--- config.mk ---
export PLATFORM = sky130hd
export DESIGN_NAME = mux_scan_sampler
export DESIGN_NICKNAME = d
export VERILOG_FILES = /design/src/rtl/mux_scan_sampler.sv
export SDC_FILE = /design/constraint.sdc
export NUM_CORES = 1
export LEC_CHECK = 0
export CAP_MARGIN = 20
export CORE_MARGIN = 2
export CORE_UTILIZATION = 30
export CTS_CLUSTER_DIAMETER = 200
export DETAILED_ROUTE_END_ITERATION = 12
export GPL_ROUTABILITY_DRIVEN = 1
export PLACE_DENSITY = 0.48
export REMOVE_ABC_BUFFERS = 1
export SYNTH_ARGS = -nofsm -noshare
export SYNTH_HDL_FRONTEND = slang
export SYNTH_SLANG_ARGS = --single-unit
--- constraint.sdc ---
create_clock -name clk -period 3.79 [get_ports clk]
set_input_delay 1.137 -clock clk [delete_from_list [all_inputs] [get_ports clk]]
set_output_delay 1.137 -clock clk [all_outputs]
set_load 0.1 [all_outputs]
--- src/rtl/mux_scan_sampler.sv ---
// mux_scan_sampler
// Sequences the select lines of an external combinational 4:1 selector,
// waits SETTLE_CYCLES on each enabled channel, captures the returned bit
// and publishes one 4-bit snapshot per scan.
//
// state  | meaning
// -------+-------------------------------------------------------------
// IDLE   | no scan in progress; waiting for start with a non-zero mask
// SETTLE | sel driven on a channel, counting down to its capture edge
//
// SETTLE_CYCLES legal range is 1..256 (8-bit dwell counter).

module mux_scan_sampler #(
    parameter int SETTLE_CYCLES = 3
) (
    input  logic       clk,
    input  logic       rst_n,
    input  logic       start,
    input  logic       continuous,
    input  logic       abort,
    input  logic [3:0] en_mask,
    input  logic       f_in,
    output logic [1:0] sel,
    output logic [3:0] sample,
    output logic       sample_valid,
    output logic       busy
);

    typedef enum logic {
        IDLE   = 1'b0,
        SETTLE = 1'b1
    } state_t;

    // Counter value on the edge where the channel's bit is captured.
    localparam logic [7:0] CNT_LAST = 8'(SETTLE_CYCLES - 1);

    state_t     state_q, state_d;
    logic [7:0] cnt_q, cnt_d;
    logic [3:0] mask_q, mask_d;
    logic [3:0] shadow_q, shadow_d;
    logic [1:0] sel_q, sel_d;
    logic [3:0] sample_q, sample_d;
    logic       valid_q, valid_d;
    logic       busy_q, busy_d;

    logic [3:0] above_sel;
    logic [3:0] remaining;
    logic [3:0] capture;

    // Lowest-numbered set bit of a channel mask (0 when the mask is empty).
    function automatic logic [1:0] lowest_ch(input logic [3:0] m);
        logic [1:0] ch;
        ch = 2'd0;
        for (int i = 3; i >= 0; i--) begin
            if (m[i]) begin
                ch = 2'(i);
            end
        end
        return ch;
    endfunction

    // Channels above the current one that are still to be visited, and the
    // shadow value including the bit being captured on this edge.
    always_comb begin
        above_sel        = 4'b1110 << sel_q;
        remaining        = mask_q & above_sel;
        capture          = shadow_q;
        capture[sel_q]   = f_in;
    end

    // Next-state and datapath decisions; abort outranks every other event.
    always_comb begin
        state_d  = state_q;
        cnt_d    = cnt_q;
        mask_d   = mask_q;
        shadow_d = shadow_q;
        sel_d    = sel_q;
        sample_d = sample_q;
        valid_d  = 1'b0;
        busy_d   = busy_q;

        case (state_q)
            IDLE: begin
                if (!abort && start && (en_mask != 4'd0)) begin
                    mask_d   = en_mask;
                    shadow_d = 4'd0;
                    sel_d    = lowest_ch(en_mask);
                    cnt_d    = 8'd0;
                    busy_d   = 1'b1;
                    state_d  = SETTLE;
                end
            end

            SETTLE: begin
                if (abort) begin
                    state_d = IDLE;
                    busy_d  = 1'b0;
                    sel_d   = 2'd0;
                    cnt_d   = 8'd0;
                end else if (cnt_q != CNT_LAST) begin
                    cnt_d = cnt_q + 8'd1;
                end else begin
                    shadow_d = capture;
                    cnt_d    = 8'd0;
                    if (remaining != 4'd0) begin
                        sel_d = lowest_ch(remaining);
                    end else begin
                        sample_d = capture;
                        valid_d  = 1'b1;
                        if (continuous && (en_mask != 4'd0)) begin
                            mask_d   = en_mask;
                            shadow_d = 4'd0;
                            sel_d    = lowest_ch(en_mask);
                        end else begin
                            state_d = IDLE;
                            busy_d  = 1'b0;
                        end
                    end
                end
            end

            default: begin
                state_d = IDLE;
                busy_d  = 1'b0;
            end
        endcase
    end

    // State and datapath registers with asynchronous active-low reset.
    always_ff @(posedge clk or negedge rst_n) begin
        if (!rst_n) begin
            state_q  <= IDLE;
            cnt_q    <= 8'd0;
            mask_q   <= 4'd0;
            shadow_q <= 4'd0;
            sel_q    <= 2'd0;
            sample_q <= 4'd0;
            valid_q  <= 1'b0;
            busy_q   <= 1'b0;
        end else begin
            state_q  <= state_d;
            cnt_q    <= cnt_d;
            mask_q   <= mask_d;
            shadow_q <= shadow_d;
            sel_q    <= sel_d;
            sample_q <= sample_d;
            valid_q  <= valid_d;
            busy_q   <= busy_d;
        end
    end

    assign sel          = sel_q;
    assign sample       = sample_q;
    assign sample_valid = valid_q;
    assign busy         = busy_q;

endmodule

== Yosys cells after proc, flatten, opt, wreduce, memory -nomap -nowiden ==
Index checks and enable logic that the tools add are counted.

* Flip-flop bits (word level): 25
* Input bits: 10
* Output and inout port bits: 8
* Logic and storage cells: 88

* Add/sub/neg operators: 1
* Magnitude comparators: 2
* Eq/ne operators: 10
* Shifts and indexed selects: 1
* Multiplexer cells: 49
* Bitwise operators: 5
* Reduce and logical (&&, ||, !) cells: 12

{| class="wikitable"
|+ Operator list
! kind !! number
|-
| $mux 4 || 10
|-
| $mux 2 || 13
|-
| $mux 8 || 3
|-
| $pmux 4 s2 || 2
|-
| $pmux 8 s2 || 1
|-
| $mux 1 || 15
|-
| $ne 3x3->1 const B || 3
|-
| $add 8x1->8 const B || 1
|-
| $ne 2x2->1 const B || 4
|-
| $ne 8x2->1 const B || 1
|-
| $reduce_and 4->1 || 2
|-
| $reduce_bool 4->1 || 2
|-
| $reduce_and 3->1 || 2
|-
| $reduce_and 5->1 || 1
|-
| $and 4x4->4 || 1
|-
| $bwmux 4 || 1
|-
| $logic_and 1x1->1 || 4
|-
| $ne 4x2->1 const B || 1
|-
| $not 1->1 || 4
|-
| $pmux 1 s2 || 2
|-
| $pmux 2 s2 || 1
|-
| $shl 4x2->4 const A || 1
|-
| $lt 2x3->1 const B || 1
|-
| $demux 1 s2 || 1
|-
| other kinds (3) || 3
|}

== Longest topological paths before layout ==
Gate-level depths: netlist of run 1.

* Word-level depth: 10
* Mapped depth: 7
* Gate-level depth less buffers: 7

== Least setup slack after synthesis of run 1 ==
Ideal clock, no wire load.

* Path kind: in2reg
* Start point: input en_mask[1]
* End point: register sel_q[1], in the netlist sel[1]
* Library setup time: 0.125 ns
* Arrival: 2.446 ns
* Required time: 3.665 ns
* Path slack: 1.219 ns
* Stages: 6
* Path buffers: 1
* Cell sequence: nor4_2 -> o21ba_2 -> buf_2 -> and2b_4 -> o31ai_2 -> mux2_2

* Word-level cells in the longest chain between the ends: 7
* Elaborated cells on any way between the ends: 14
* Classes of those cells: eq/ne (2); mux (8); reduce/logical (4)

{| class="wikitable"
|+ RTL lines
! element !! RTL line !! source
|-
| start, declared || 21 || <nowiki>input logic [3:0] en_mask,</nowiki>
|-
| $mux 2 (2 in series) || 55 || <nowiki>if (m[i]) begin</nowiki>
|-
| $mux 2 || 110 || <nowiki>if (continuous && (en_mask != 4'd0)) begin</nowiki>
|-
| $mux 2 || 105 || <nowiki>if (remaining != 4'd0) begin</nowiki>
|-
| $mux 2 || 100 || <nowiki>end else if (cnt_q != CNT_LAST) begin</nowiki>
|-
| $mux 2 || 95 || <nowiki>if (abort) begin</nowiki>
|-
| $pmux 2 s2 || 82 || <nowiki>case (state_q)</nowiki>
|-
| end signal, assigned || 145 || <nowiki>sel_q <= sel_d;</nowiki>
|-
| end, declared || 41 || <nowiki>logic [1:0] sel_q, sel_d;</nowiki>
|}

Parallel ways exist; a longest one is shown, timed or not. The select of a mux whose other input is x is not followed.
A chain may end at the register's enable or synchronous reset.

== Worst setup path after layout of run 1 ==
Ends and elaborated chain as after synthesis.

==> results.txt, run 1 <==
* Count of nets after finishing: 169
* Number of hold-slack violations in the final timing report: 0
- Counting tap cells, the placed design contains a total of 204 instances.
- The number of clock buffers added by TritonCTS is 3.
* Clk_lat worst skew: 0.27 ns
- Classification of the worst setup path: in -> reg
* Final-layout worst hold slack: 0.4904 ns
- The startpoint identified for the worst register-to-register timing path is cnt_q[0].
- After clock tree synthesis, the flow added hold-fix buffers numbering 0.
* RD Place Congestion: 0.7846
- Overall die height: 70.43 um
- Unrepaired setup endpoints after global routing: no
* Area taken by flip-flops and latches: 600.6 um2
- For this design the static power due to leakage is 0.7235 nW.
- Of all nets on the critical path, the largest fanout is 9.
- Share of cells above drive strength 1: 16.67%
* Maximum ir drop on the vdd rail: 0.0001846 V
- Routed length per placed instance: 13.13 um
- For this design, the slowest cell found on the critical path is clkdlybuf4s50_1.
* Area of all placed cells without fillers: 1608 um2
* Number of max-capacitance violations reported: 0
* Starting utilization of the core area: 30.83%
* Worst path required time: 3.95 ns
- Initial drt markers: 31
- First-pass GRT wire length: 4.919 mm
- In this run the deepest clock path goes through 2 buffers.
* Signed area change from the synthesized netlist to the final layout: 21.46%
- Max-slew headroom at the worst pin: 72.50%
* Post-synthesis sequential area ratio: 45.37%
* PD cells: 565.3 nW/um2
* Cell type with the largest total area after synthesis: dfrtp_1
- Summed negative setup slack over all endpoints: 0 ns
* Critical Path Start: en_mask[1]
- Flops & latches, synth: 24
- Final critical-path share of the clock period: 76.89%
- Die width: 70.43 um
* Max Transition Viols Final: 0
* Min cycle time layout: 2.914 ns
- Start point of the worst hold path: sample[3]
- Achievable Freq: 343.2 MHz
- Leading post-synthesis cells by cell area: dfrtp_1, o21ai_0, nand2_1
* Filler cell count in the final layout: 430
- The number of global-route vias before repair is 1025.
- A synthesized cell averages 9.734 um2.
* Pin count of the biggest net entering global routing: 25
- Number of ports placed on the die boundary: 18
* Leading cell type in the layout, fill and taps excluded: dfrtp_1
- The worst setup path is captured at a flip-flop.
- Number of vias per cell after detailed routing: 4.784
- Setup violations remaining at the end of the flow were counted as 0.
* Gr ovfl total: 0
* Quantity of I/O buffers inserted on ports: 17
* Sum of internal, switching and leakage power: 908.9 uW
* Buffers inserted by post-CTS timing repair: 0
* Maximum level of the CTS H-tree: 1
- Initial antenna violation count: 0
* Number of warnings printed during yosys synthesis: 0
- Number of different library cells in the post-synthesis netlist: 36
- The core region is 4294 um2.
* Worst min path class: reg -> reg
- After clock tree synthesis, the repair step resized 0 gates.
* Startpoint class of the critical path: input port
- TritonCTS clock tree: built
- At the pin with the least slew margin, the transition time is 0.4091 ns.
- Pre-antenna DRT Iters: 4
* Area share of the largest cell type after synthesis: 45.37%
- Count of standard-cell rows: 24
- The detailed router placed 995 vias in this run.
- Global routing used 12.44% of the available tracks.
- Placed cell areas: 1536 um2
* Clock-pin slew reported for the worst setup and hold paths after clock tree synthesis: 0.09 ns
- Post-route insts no fill: 208
- Library cell used as clock root buffer: clkbuf_8
- Counting every instance in the synthesized netlist gives 136.
* Multi-input logic area: 683.2 um2
- After legalization and detailed placement, the total HPWL measured 2.056 mm.
- Most frequent cells in the layout: dfrtp_1, o21ai_0, nand2_1, clkdlybuf4s50_1, buf_4
- Clock tree sinks: 24
- Summed instance area of the synthesized netlist: 1324 um2
- 0 antenna diodes ended up in the layout.
- Post-route ant nets: 0
- DR DRC count: 0
- The run finished with clean final reports.
- Largest clock skew in the final design: 0.008703 ns
* Die Area: 4960 um2
- For this run, the slowest stage of the critical path takes 0.48 ns.
- Walking the worst path, the cells encountered are clkdlybuf4s50_1, nor4_2, o21ba_2, and2b_4, o31ai_2, mux2_2.
* Arrival time at the worst endpoint: 3.08 ns
* Total wire length: 2.732 mm
power by group:
group | internal (mW) | total [mW] | switching, mW
combinational | 0.115 | 0.343 | 0.228
sequential | 0.291 | 0.339 | 0.0484
clock | 0.141 | 0.227 | 0.0856
total | 0.547 | 0.909 | 0.362
per-stage QoR:
| step | util, % | worst slack, ns |
|---|---|---|
| 5_1_grt | 37.44 | 0.7562 |
| 2_1_floorplan | - | 1.277 |
| 6_report | 37.44 | 0.8759 |
| 3_3_place_gp | 35.78 | 0.6330 |
| 4_1_cts | 37.44 | 0.8507 |
| 3_5_place_dp | 35.78 | 0.5824 |
per-layer routing:
metal	part of all wire, %	vias up	global-route usage, %
li1	-	518	-
met3	3.2	2	2.453
met5	0	-	0
met1	50	459	16.73
met4	1.1	0	4.701
met2	45	16	19.71
synth_stat cells:
| cell | n |
|---|---|
| nand2_1 | 15 |
| and2b_4 | 1 |
| a21boi_0 | 1 |
| nor3_4 | 1 |
| o21bai_1 | 3 |
| nand4_1 | 1 |
| or3_1 | 1 |
| nor2_2 | 1 |
| inv_1 | 8 |
| o31ai_2 | 1 |
| buf_2 | 2 |
| a21oi_1 | 6 |
| a32oi_1 | 2 |
| nor2_1 | 8 |
| nor2b_1 | 6 |
| and3b_1 | 1 |
| o21ba_2 | 1 |
| xnor2_1 | 3 |
| nor4_2 | 1 |
| nor4_1 | 1 |
| o21bai_4 | 1 |
| a21o_4 | 1 |
| nor3b_1 | 1 |
| nand3_1 | 4 |
| ha_1 | 2 |
| dfrtp_1 | 24 |
| mux2_4 | 3 |
| or2b_1 | 1 |
| mux2i_1 | 3 |
| nor3_1 | 3 |
| nor4b_1 | 1 |
| or4b_4 | 1 |
| o31ai_1 | 3 |
| mux2_2 | 1 |
| nand2b_1 | 4 |
| o21ai_0 | 19 |
worst paths after layout:
| check | endpoint | slack [ns] | cells past startpoint |
|---|---|---|---|
| min | sample[3] | 0.49 | 2 |
| min reg2reg | sample[3] | 0.49 | 2 |
| max | sel[1] | 0.88 | 6 |
| max reg2reg | mask_q[1] | 1.60 | 7 |
| max in group asynchronous | cnt_q[0] | 2.32 | 2 |
| min in group asynchronous | sel[1] | 1.22 | 2 |
sequential cells by signal, summed over array words and instances, names as in the netlist:
register,cells
busy,1
cnt_q,8
mask_q,3
sample,4
sample_valid,1
sel,2
shadow_q,4
state_q,1
worst max-delay path: cells and delay by family:
family          cells  cell delay, ns
buf+inv             1            0.48
mux                 1            0.37
simple gates        2            0.69
compound gates      2            0.40
logic make-up (layout without fill, tap and decap cells):
| kind of cell | count (synthesis) | count (layout) | synth area share, % |
|---|---|---|---|
| AO/OA/AOI/OAI | 38 | 38 | 19.00 |
| XOR/XNOR | 3 | 3 | 1.985 |
| adder cells (fa/ha/maj) | 2 | 2 | 1.890 |
| buffers and inverters | 10 | 30 | 3.025 |
| flip-flops | 24 | 24 | 45.37 |
| multiplexers | 7 | 7 | 6.522 |
| AND/OR/NAND/NOR | 52 | 52 | 22.21 |
cell type report:
type	count	area share [%]
repair buffers	18	9.805
clock buffers	3	2.568
well taps	52	4.047
inverters	8	1.868
flip-flops and latches	24	37.35
clock inverters	1	1.868
multi-input cells	102	42.49
No activity file was read; power rests on OpenSTA's default activity.
==> inputs of run 2 (changes only) <==
--- a/config.mk
+++ b/config.mk
@@ -11,7 +11,7 @@
 export CTS_CLUSTER_DIAMETER = 200
 export DETAILED_ROUTE_END_ITERATION = 12
 export GPL_ROUTABILITY_DRIVEN = 1
-export PLACE_DENSITY = 0.48
+export PLACE_DENSITY = 0.5
 export REMOVE_ABC_BUFFERS = 1
 export SYNTH_ARGS = -nofsm -noshare
 export SYNTH_HDL_FRONTEND = slang
==> constraint.sdc (replaced) <==
create_clock -name clk -period 2.4 [get_ports clk]
set_input_delay 0.72 -clock clk [delete_from_list [all_inputs] [get_ports clk]]
set_output_delay 0.72 -clock clk [all_outputs]
set_load 0.1 [all_outputs]
==> results.txt, run 2 (synthesis results as in run 1) <==
- The flow ran to the end, and the final reports show no timing, DRC or antenna violations.
- The remaining antenna violation count was 0 (unchanged).
- The number of I/O pins is 18 (unchanged).
- Dividing the final minimum period by the clock period gives 91.93%.
- Maximum ir drop on the vdd rail: 0.0003842 V (+110%)
- Initial antenna violation count: 0 (unchanged)
- Vias post-DR: 1088 (+9.3%)
* Area of all placed cells without fillers: 1748 um2 (+8.7%)
- Library cell used as clock root buffer: clkbuf_8
- The detail-routed via count per cell is 4.836 (+1.1%).
* Internal reg-to-reg setup slack: 0.34 ns (-1.26 ns)
- # diodes: 0 (unchanged)
- The count of nets after finishing was 186 (+10%).
- The post-detailed-placement half-perimeter wirelength is 2.213 mm (+7.6%).
- The final setup skew is 0.007333 ns (-0.001369 ns).
- Pre-antenna DRT Iters: 4 (unchanged)
* Die width: 70.43 um (unchanged)
- Setup crit end kind: flip-flop
- The mean routed wirelength per cell is 12.59 um (-4.2%).
- Classification of the worst setup path: in -> reg
* Share of cells above drive strength 1: 24.86% (+8.2 points)
- Overall die height: 70.43 um (unchanged)
- The worst slack after detailed placement was -0.1006 ns (-0.6830 ns).
- Starting utilization of the core area: 30.83% (unchanged)
* Worst Reg-to-Reg Cells: 7 (unchanged)
- Core footprint: 4294 um2 (unchanged)
- Achievable Freq: 453.3 MHz
* Clock tree sinks: 24 (unchanged)
* Max-slew headroom at the worst pin: 71.02% (-1.5 points)
- TritonCTS built the clock tree.
- The final standard cell utilization of the core is 40.71% (+3.3 points).
- Arrival time at the worst endpoint: 2.36 ns (-0.72 ns)
- RD Place Congestion: 0.7869 (+0.29%)
* Pin count of the biggest net entering global routing: 25 (unchanged)
* Number of max-capacitance violations reported: 0 (unchanged)
- The count of unresolved DRC violations after routing is 0 (unchanged).
- Maximum level of the CTS H-tree: 1 (unchanged)
* Final setup violation count: 0 (unchanged)
- The worst setup path is launched from an input port.
- Start point of the worst hold path: sample[2]
- The startpoint identified for the worst register-to-register timing path is cnt_q[0].
* Final-layout worst hold slack: 0.4908 ns (+0.0004790 ns)
* Signed area change from the synthesized netlist to the final layout: 32.04%
* Die Area: 4960 um2 (unchanged)
* Gr ovfl total: 0 (unchanged)
- Max Transition Viols Final: 0 (unchanged)
* Flip-flop count of the largest register, all copies and words added: 8 (unchanged)
- The global routing usage summed across all routing layers is 12.48% (+0.034 points).
* First-pass GRT wire length: 5.043 mm (+2.5%)
* Buffers inserted by post-CTS timing repair: 0 (unchanged)
- End of the worst hold path: sample[2]
* Pin slew with the least headroom to its limit: 0.4307 ns (+0.02158 ns)
* Number of hold buffers added after CTS: 0 (unchanged)
* Unrepaired setup endpoints after global routing: no
- In this run the worst hold path is classified as reg -> reg.
- The total power after layout is 1.507 mW (+66%).
- The clock tree buffer depth was 2 (unchanged).
- Number of hold-slack violations in the final timing report: 0 (unchanged)
* Clk_lat worst skew: 0.27 ns (about the same)
- Min cycle time layout: 2.206 ns
- Total wire length: 2.832 mm (+3.7%)
- Leading cell type in the layout, fill and taps excluded: buf_4
* LEAKAGE: 0.8078 nW (+12%)
- Final worst-path setup slack: 0.1938 ns (-0.6821 ns)
- Worst path required time: 2.55 ns (-1.40 ns)
* Worst flop-to-flop path endpoint: mask_q[3]
- The number of cells upsized or downsized after cts is 0 (unchanged).
* Count of standard-cell rows: 24 (unchanged)
- Clock-pin slew reported for the worst setup and hold paths after clock tree synthesis: 0.09 ns (about the same)
- The number of port buffers came to 17 (unchanged).
- Register containing the most flip-flops in the final layout: cnt_q
- PD cells: 862.1 nW/um2 (+52%)
- The violation count after the first detailed-routing iteration is 46 (+48%).
- The clock buffer count from CTS was 3 (unchanged).
* Vias in the first global route: 1103 (+7.6%)
- The hold path depth is 2 (unchanged).
- Most frequent cells in the layout: buf_4, dfrtp_1, o21ai_0, nand2_1, clkdlybuf4s50_1
* Placed cell areas: 1677 um2 (+9.1%)
* Critical path fanouts, max: 3 (-6)
## run 2: changes by cell type in the layout (fill, tap and decap cells not counted)
cell / before / now
buf_12: 0 / 1
buf_4: 9 / 25
## run 2: how the worst max path moves through the flow
stage	from	to	cells after the start
3_3_place_gp	en_mask[1]	sel[1]	6
4_1_cts	en_mask[1]	sel[1]	6
5_1_grt	en_mask[1]	sel[1]	6
2_1_floorplan	sel[1]	sel[1]	5
3_5_place_dp	en_mask[0]	mask_q[1]	7
6_report	en_mask[1]	sel[1]	6
## run 2: area by class of cell
type                       count  area [um2]
fill                         436        2546
multi-input combinational    102       683.2
sequential                    24       600.6
timing repair buffer          35       297.8
tap                           52       65.06
clock buffer                   3       41.29
clock inverter                 1       30.03
inverter                       8       30.03
## run 2: critical path: stages
cell             delay [ns]
clkdlybuf4s50_1        0.44
nor4_2                 0.32
buf_4                  0.17
nor2b_1                0.06
o31ai_2                0.28
mux2_2                 0.37
## run 2: per-stage QoR
step	std cells	TNS [ns]
after floorplan	134	0
after global placement	221	-0.2782
after detailed placement	221	-0.4586
after CTS	225	0
after global routing	225	0
final	225	0
## run 2: metal layers
layer / GRT usage (%) / share of wire [%] / wire length (um) / vias up
met5: 0 / 0 / 0 / -
met4: 3.419 / 0.99 / 28 / 0
met3: 2.309 / 3.5 / 98 / 2
met2: 21.59 / 48 / 1368 / 17
met1: 15.84 / 47 / 1337 / 513
li1: - / - / - / 556
## run 2: report_power, final
group / internal (mW) / total, mW / switching (mW)
combinational: 0.239 / 0.625 / 0.387
clock: 0.223 / 0.359 / 0.136
sequential: 0.460 / 0.523 / 0.0629
total: 0.922 / 1.51 / 0.585
